==> config.mk <==
export PLATFORM = sky130hd
export DESIGN_NAME = seg_scan_ctrl
export DESIGN_NICKNAME = d
export VERILOG_FILES = /design/src/rtl/seg_scan_ctrl.sv
export SDC_FILE = /design/constraint.sdc
export NUM_CORES = 1
export LEC_CHECK = 0
export CAP_MARGIN = 20
export CELL_PAD_IN_SITES_DETAIL_PLACEMENT = 1
export CELL_PAD_IN_SITES_GLOBAL_PLACEMENT = 2
export CORE_UTILIZATION = 38
export CTS_BUF_LIST = sky130_fd_sc_hd__clkbuf_8
export DETAILED_ROUTE_END_ITERATION = 6
export MAX_ROUTING_LAYER = met4
export PLACE_DENSITY_LB_ADDON = 0.05
export SLEW_MARGIN = 20
export SYNTH_ARGS = -nofsm -noshare
export SYNTH_HDL_FRONTEND = slang
export SYNTH_SLANG_ARGS = --single-unit
==> constraint.sdc <==
create_clock -name clk_in -period 3.55 [get_ports clk_in]
set_input_delay 0.5325 -clock clk_in [delete_from_list [all_inputs] [get_ports clk_in]]
set_output_delay 0.5325 -clock clk_in [all_outputs]
set_load 0.1 [all_outputs]
==> src/rtl/seg_scan_ctrl.sv <==
// Multiplexed scan controller for a common-anode 7-segment bank.
// Blank-guarded digit sequencing, frame-aligned display updates, leading-zero blanking.
module seg_scan_ctrl #(
  parameter int NUM_DIGITS   = 8,
  parameter int BLANK_CYCLES = 16
) (
  input  logic                          clk_in,
  input  logic                          reset,
  input  logic                          tick,
  input  logic                          load_valid,
  input  logic [4*NUM_DIGITS-1:0]       load_data,
  input  logic [NUM_DIGITS-1:0]         load_dp,
  output logic                          load_ready,
  input  logic [NUM_DIGITS-1:0]         digit_en,
  input  logic                          lz_suppress,
  output logic [NUM_DIGITS-1:0]         anode,
  output logic [3:0]                    nibble,
  output logic                          dp_n,
  output logic [$clog2(NUM_DIGITS)-1:0] scan_idx,
  output logic                          frame_done
);

  // state  | meaning
  // BLANK  | all anodes off for BLANK_CYCLES cycles before the next digit
  // DRIVE  | current digit lit (unless dark) until the next tick
  typedef enum logic {S_BLANK, S_DRIVE} state_t;

  localparam int IDX_W = $clog2(NUM_DIGITS);
  localparam int CNT_W = $clog2(BLANK_CYCLES + 1);
  localparam logic [IDX_W-1:0] LAST_IDX   = IDX_W'(NUM_DIGITS - 1);
  localparam logic [CNT_W-1:0] BLANK_LAST = CNT_W'(BLANK_CYCLES - 1);

  state_t                  state_q, state_d;
  logic [CNT_W-1:0]        cnt_q, cnt_d;
  logic [IDX_W-1:0]        idx_q, idx_d;
  logic                    wrap;

  logic [4*NUM_DIGITS-1:0] act_data_q, act_data_d;
  logic [NUM_DIGITS-1:0]   act_dp_q, act_dp_d;
  logic [4*NUM_DIGITS-1:0] pend_data_q, pend_data_d;
  logic [NUM_DIGITS-1:0]   pend_dp_q, pend_dp_d;
  logic                    pend_full_q, pend_full_d;

  logic [NUM_DIGITS-1:0]   anode_q, anode_d;
  logic [3:0]              nibble_q, nibble_d;
  logic                    dp_n_q, dp_n_d;
  logic                    frame_done_q, frame_done_d;

  logic [NUM_DIGITS-1:0]   zero_from;
  logic                    all_zero;
  logic                    dark;

  always_comb begin
    state_d = state_q;
    cnt_d   = cnt_q;
    idx_d   = idx_q;
    wrap    = 1'b0;
    case (state_q)
      S_BLANK: begin
        if (cnt_q == BLANK_LAST) begin
          state_d = S_DRIVE;
          cnt_d   = '0;
        end else begin
          cnt_d = cnt_q + CNT_W'(1);
        end
      end
      S_DRIVE: begin
        if (tick) begin
          state_d = S_BLANK;
          cnt_d   = '0;
          if (idx_q == LAST_IDX) begin
            idx_d = '0;
            wrap  = 1'b1;
          end else begin
            idx_d = idx_q + IDX_W'(1);
          end
        end
      end
      default: state_d = S_BLANK;
    endcase
  end

  // Capture and frame-boundary transfer are mutually exclusive: capture needs an empty buffer.
  always_comb begin
    act_data_d  = act_data_q;
    act_dp_d    = act_dp_q;
    pend_data_d = pend_data_q;
    pend_dp_d   = pend_dp_q;
    pend_full_d = pend_full_q;
    if (load_valid && !pend_full_q) begin
      pend_data_d = load_data;
      pend_dp_d   = load_dp;
      pend_full_d = 1'b1;
    end
    if (wrap && pend_full_q) begin
      act_data_d  = pend_data_q;
      act_dp_d    = pend_dp_q;
      pend_full_d = 1'b0;
    end
  end

  // Outputs are computed from next-state values so they line up with state and index.
  always_comb begin
    all_zero  = 1'b1;
    zero_from = '0;
    for (int i = NUM_DIGITS - 1; i >= 0; i--) begin
      all_zero     = all_zero & (act_data_d[4*i +: 4] == 4'd0);
      zero_from[i] = all_zero;
    end
    dark = ~digit_en[idx_d] |
           (lz_suppress && (idx_d != '0) && zero_from[idx_d]);

    anode_d      = '1;
    dp_n_d       = 1'b1;
    nibble_d     = act_data_d[{idx_d, 2'b00} +: 4];
    frame_done_d = wrap;
    if (state_d == S_DRIVE && !dark) begin
      anode_d[idx_d] = 1'b0;
      dp_n_d         = ~act_dp_d[idx_d];
    end
  end

  always_ff @(posedge clk_in or posedge reset) begin
    if (reset) begin
      state_q      <= S_BLANK;
      cnt_q        <= '0;
      idx_q        <= '0;
      act_data_q   <= '0;
      act_dp_q     <= '0;
      pend_data_q  <= '0;
      pend_dp_q    <= '0;
      pend_full_q  <= 1'b0;
      anode_q      <= '1;
      nibble_q     <= 4'd0;
      dp_n_q       <= 1'b1;
      frame_done_q <= 1'b0;
    end else begin
      state_q      <= state_d;
      cnt_q        <= cnt_d;
      idx_q        <= idx_d;
      act_data_q   <= act_data_d;
      act_dp_q     <= act_dp_d;
      pend_data_q  <= pend_data_d;
      pend_dp_q    <= pend_dp_d;
      pend_full_q  <= pend_full_d;
      anode_q      <= anode_d;
      nibble_q     <= nibble_d;
      dp_n_q       <= dp_n_d;
      frame_done_q <= frame_done_d;
    end
  end

  assign load_ready = ~pend_full_q;
  assign anode      = anode_q;
  assign nibble     = nibble_q;
  assign dp_n       = dp_n_q;
  assign scan_idx   = idx_q;
  assign frame_done = frame_done_q;

endmodule

After elaboration in Yosys (flattened, before gate mapping) --
Cells that the tools add are included.
Cells by class: $add $sub $neg 2, order comparisons 2, eq/ne operators 3, shifts and indexed selects 1, multiplexer cells 26, bitwise operators 13, reductions and logical operators 18
Operators with widths (count):
- $logic_not 4->1 | 8
- $mux 32 | 1
- $shiftx 32x6->4 | 1
- $mux 8 | 2
- $mux 1 | 12
- $mux 5 | 2
- $pmux 5 s2 | 1
- $bmux 1 s3 | 3
- $mux 3 | 3
- $not 8->8 | 1
- $and 1x1->1 | 7
- $logic_and 1x1->1 | 6
- $add 5x1->5 const B | 1
- $eq 5x4->1 const B | 1
- $lt 3x4->1 const B | 1
- $not 1->1 | 4
- $add 3x1->3 const B | 1
- $demux 1 s3 | 1
- $eq 3x3->1 const B | 1
- $ge 3x1->1 const B | 1
- $reduce_bool 3->1 | 1
- $logic_not 1->1 | 2
- $ne 2x2->1 const B | 1
- $pmux 1 s2 | 1
- 2 further kinds | 2
Storage, ports and cells: register bits 104, input bits 53, output and inout port bits 18, word-level logic and storage cells 77

Longest topological paths before layout --
depth in word-level cells 21, depth in mapped cells 11, mapped depth without buffers 9

Least setup slack after synthesis --
No wires, ideal clock.
path kind register to register, start register idx_q[0], in the netlist scan_idx[0], end register anode_q[7], in the netlist anode[7], library setup time 0.102 ns, arrival 2.868 ns, required time 3.448 ns, setup slack 0.580 ns, stages on the path, launching flop included 10, path buffers 1, clock period less this slack 2.970 ns, path through dfrtp_1 -> ha_1 -> ha_1 -> and4b_1 -> a31oi_2 -> o22ai_1 -> a2111oi_2 -> o221a_2 -> buf_4 -> nand4_1
On the way: word-level cells in the longest chain between the ends 21, elaborated cells between the ends (all ways) 43, classes of those cells add/sub: 1; order compare: 2; eq/ne: 1; mux: 14; bitwise: 10; reduce/logical: 15
Ends and longest elaborated chain:
- from (decl) | RTL line 35 | logic [IDX_W-1:0] idx_q, idx_d;
- from (signal assigned) | RTL line 140 | idx_q <= idx_d;
- $eq 3x3->1 | RTL line 71 | if (idx_q == LAST_IDX) begin
- $mux 1 | RTL line 71
- $mux 1 | RTL line 68 | if (tick) begin
- $mux 1 | RTL line 58 | case (state_q)
- $logic_and 1x1->1 | RTL line 95 | if (wrap && pend_full_q) begin
- $mux 32 | RTL line 95
- $logic_not 4->1 | RTL line 107 | all_zero = all_zero & (act_data_d[4*i +: 4] == 4'd0);
- $and 1x1->1 (7 in a row) | RTL line 107
- $bmux 1 s3 | RTL line 111 | (lz_suppress && (idx_d != '0) && zero_from[idx_d]);
- $mux 1 (not written as such) | RTL line 111
- $logic_and 1x1->1 | RTL line 111
- $or 1x1->1 | RTL line 110 | dark = ~digit_en[idx_d] |
- $logic_not 1->1 | RTL line 117 | if (state_d == S_DRIVE && !dark) begin
- $logic_and 1x1->1 | RTL line 117
- $mux 8 (*) | RTL line 117
- named net anode_d[7] | RTL line 44 | logic [NUM_DIGITS-1:0] anode_q, anode_d;
- to (signal assigned) | RTL line 146 | anode_q <= anode_d;
- to (decl) | RTL line 44
Mark *: on every way through the listed nets, which the timed path passes. The rest lies on a longest branch. The select of a mux whose other input is x is not followed. A chain may end at the register's enable or synchronous reset.

Worst setup path after layout --
start register idx_q[0], in the netlist scan_idx[0], end register anode_q[7], in the netlist anode[7]
On the way: elaborated cells between the ends (all ways) 43, classes of those cells add/sub: 1; order compare: 2; eq/ne: 1; mux: 14; bitwise: 10; reduce/logical: 15
RTL lines:
- $eq 3x3->1 (*) | RTL line 71
- $mux 1 (*) | RTL line 71
- $mux 1 (*) | RTL line 68
- $mux 1 (*) | RTL line 58
- $logic_and 1x1->1 (*) | RTL line 95
- $mux 32 (*) | RTL line 95
- named net act_data_d[5] | RTL line 38 | logic [4*NUM_DIGITS-1:0] act_data_q, act_data_d;
- $logic_not 4->1 (*) | RTL line 107
- [... 2 more ...]
- $bmux 1 s3 (*) | RTL line 111
- $mux 1 (not written as such) (*) | RTL line 111
- $logic_and 1x1->1 (*) | RTL line 111
- $or 1x1->1 (*) | RTL line 110
- $logic_not 1->1 (*) | RTL line 117
- $logic_and 1x1->1 (*) | RTL line 117
- $mux 8 (*) | RTL line 117
- named net anode_d[7] | RTL line 44
Marks and branches as above.

==> metrics.md <==
| Metric | Value |
|---|---|
| Status | `complete, no violations` |
| Least-Margin Pin Slew | `0.989 ns` |
| Arrival time at the worst endpoint | `approximately 3.3 ns` |
| Max-cap violations | `0` |
| Setup Buffers After CTS | `0` |
| DP Cell Count | `around 570` |
| CTS sink cnt | `between 100 and 150` |
| Ports | `71` |
| Core region area | `0.0120 mm^2` |
| Slowest cell on the critical path | `dfrtp_1` |
| CTS Buffer Depth | `2` |
| GRT Residual Overflow | `0` |
| Mapped cell area | `around 0.0047 mm^2` |
| Synth unique cells | `61` |
| Critical path capture point type | `register` |
| Critical Path, Cell by Cell | `ha_1 > ha_1 > nand4_1 > buf_4 > mux2i_1 > inv_1 > nor4b_4 > o2111ai_4 > nand4_1` |
| Post-Synthesis Cells | `362` |
| H-tree levels | `3` |
| Placed wire-length estimate | `roughly 8.4 mm` |
| DIE WIDTH | `between 100 and 150 um` |
| Initial antenna violation count | `0` |
| Worst Path Buf+Inv | `2` |
| Setup WS post-layout | `about 0.61 ns` |
| PD cells | `790 mW/mm^2` |
| Adder-cell share of the synthesized area | `less than 1%` |
| Hold Path Class | `reg2reg` |
| Crit-path max cell delay | `approximately 0.53 ns` |
| Final min period | `2.94 ns` |
| Async SR Flop Fraction | `100%` |
| Die Y | `between 100 and 150 um` |
| Port-buffer cells | `70` |
| Post-synthesis compound-gate area fraction | `under 10%` |
| Hold buffers post-CTS | `0` |
| Final Hold Vio Count | `0` |
| Syn nets | `between 400 and 500` |
| Vias in the first global route | `around 3500` |
| Routability cong. | `between 0.7 and 0.8` |
| Top FF cell, synth | `dfrtp_1` |
| CTS buffer count | `9` |
| Count of final setup violators | `0` |
| Non-filler cells, final | `587` |
| Final worst path period share | `around 83%` |
| Area of the multi-input gates | `roughly 0.002 mm^2` |
| First-pass GRT wire length | `approximately 19 mm` |
| Worst setup path class | `reg2reg` |
| Synth Area per Inst | `approximately 13 um^2` |
| Worst path required time | `~3.9 ns` |
| EDFF count, synth | `0` |
| CP Max Fanout | `19` |
| Avg WL per Cell | `between 15 and 20 um` |
| Main combinational cell family by area after synthesis | `multiplexers` |
| Area delta synth->final | `23.1%` |
| Residual DRC | `0` |
| Post-Route WL | `11.4 mm` |
| Lkg Pwr | `2.53 nW` |
| Number of fill cells | `1279` |
| CTS root buffer | `clkbuf_8` |
| Initial Utilization | `about two fifths` |
| Fin. max-slew vios | `0` |
| Layout Skew | `0.00440 ns` |
| Layout cell share with drive strength beyond 1 | `between 20 and 30%` |
| #FFs+latches synth | `around 100` |
| Antenna diode count | `0` |
| Family with the most delay on the worst path | `simple AND/OR/NAND/NOR gates` |
| Mux cell area share after synthesis | `roughly 20%` |
| Worst-path clk slew | `roughly 0.090 ns` |
| Post-Synth XOR/XNOR Area | `0%` |
| YS warnings | `0` |
| Die area | `roughly 0.013 mm^2` |
| Routed vias | `approximately 3200` |
| CTS tree | `yes` |
| Core Rows | `40` |
| Reg area | `roughly 0.0026 mm^2` |
| Largest net degree at the start of global routing | `between 50 and 60` |
| Final antenna-violating net count | `0` |
| Clk_lat worst skew | `0.38 ns` |
| Achievable frequency | `around 340 MHz` |
| Fin Setup TNS | `0 ns` |
| Synth Area in Simple Gates | `a little over a tenth` |
| Critical path startpoint category | `register` |
| DR vias/cell | `between 5 and 6` |
| Relative slew slack | `between 30% and 40%` |
| DRT Pass-1 Iters | `4` |
| Final total power | `~4.5 mW` |
| Hold Slack | `between 0.5 and 0.6 ns` |
| Post-layout net count | `a little under 500` |
| Post_cts resized | `0` |
| Sequential element share of the synthesized area | `between 50% and 60%` |
| Total global routing track utilization | `about a fifth` |
| Pre-CTS WS | `~0.36 ns` |
| RSZ-0062 raised after global routing | `no` |
| Peak supply drop | `between 200 and 300 uV` |
| Initial DRC count | `about 130` |
==> layout make-up <==
cell class	count	area share (%)
sequential	104	45.5
multi-input combinational	232	33.9
timing repair buffer	80	13.9
tap	147	3.20
clock buffer	10	2.40
inverter	8	0.566
clock inverter	6	0.501
==> synth_stat cells, types with 2 or more instances <==
library cell / n / area, um^2
ha_1: 3 / 37.5
mux2i_1: 3 / 30.0
o21a_1: 2 / 15.0
nand2b_1: 3 / 18.8
mux2_2: 81 / 912
nand4b_1: 2 / 17.5
nor2b_1: 3 / 18.8
or4_1: 4 / 30.0
nand2_1: 23 / 86.3
a2111oi_0: 2 / 17.5
a21oi_1: 2 / 10.0
buf_2: 10 / 50.1
dfstp_2: 9 / 236
a221oi_1: 2 / 17.5
o21ai_0: 12 / 60.1
a21bo_2: 2 / 20.0
nand3_1: 11 / 55.1
nand4_1: 4 / 25.0
a32oi_1: 3 / 26.3
o22ai_1: 2 / 12.5
and3_1: 2 / 12.5
dfrtp_1: 95 / 2380
nor4_1: 11 / 68.8
inv_1: 7 / 26.3
clkbuf_1: 6 / 22.5
nor2_1: 15 / 56.3
a22oi_1: 5 / 37.5
o2111ai_1: 2 / 17.5
and4b_1: 2 / 20.0
o31ai_1: 2 / 15.0
and4bb_1: 2 / 25.0
==> per-layer routing <==
| metal | up-vias | track usage [%] | wire length, um |
|---|---|---|---|
| met1 | 1617 | 27.9 | 5550 |
| met3 | 17 | 4.71 | 462 |
| met2 | 60 | 30.2 | 5250 |
| li1 | 1486 | - | - |
| met5 | - | - | 0 |
| met4 | 0 | 6.40 | 186 |
==> cell families after synthesis <==
family,after synthesis
AOI/OAI and AO/OA,54
adders and majority gates,3
buffers and inverters,26
DFF,104
muxes,84
and+or+nand+nor,91
==> final timing paths <==
path,startpoint,end,slack (ns),cells past startpoint
worst max-delay path,scan_idx[0]$_DFF_PP0_,anode[7]$_DFF_PP1_,0.61,9
worst min register to register,act_dp_q[5]$_DFF_PP0_,act_dp_q[5]$_DFF_PP0_,0.50,1
max in group asynchronous,reset,frame_done$_DFF_PP0_,2.24,3
worst max register to register,scan_idx[0]$_DFF_PP0_,anode[7]$_DFF_PP1_,0.61,9
min in group asynchronous,reset,pend_data_q[6]$_DFFE_PP0P_,0.60,2
worst min-delay path,act_dp_q[5]$_DFF_PP0_,act_dp_q[5]$_DFF_PP0_,0.50,1
==> layout by cell type, fill, tap and decap left out, drive strengths merged, types with 3 or more instances in the layout <==
cell type	instances
nand2	24
dfstp	9
nor2b	3
nor2	15
clkdlybuf4s50	70
nand4	4
buf	10
dfrtp	95
a22oi	5
a32oi	3
mux2	81
o21ai	13
or4	4
nand3	11
a21oi	3
clkbuf	10
a2111oi	3
nand2b	3
inv	11
nor4	11
ha	3
mux2i	3
o2111ai	3
==> stage by stage <==
step,instance area (um^2),utilization (%)
global placement,5580,46.4
floorplan,4670,-
detailed placement,5580,46.4
CTS,5740,47.8
finish,5740,47.8
global route,5740,47.8
==> registers in the layout, indices dropped and copies added (netlist names), 3 cells and up <==
signal	cells
act_data_q	32
act_dp_q	8
anode	8
cnt_q	5
nibble	4
pend_data_q	32
pend_dp_q	8
scan_idx	3
==> power breakdown <==
group / switching [mW] / internal (mW) / total, mW
clock: 0.389 / 0.265 / 0.653
sequential: 0.314 / 1.59 / 1.90
combinational: 1.14 / 0.847 / 1.99
No activity file was read; power rests on OpenSTA's default activity.
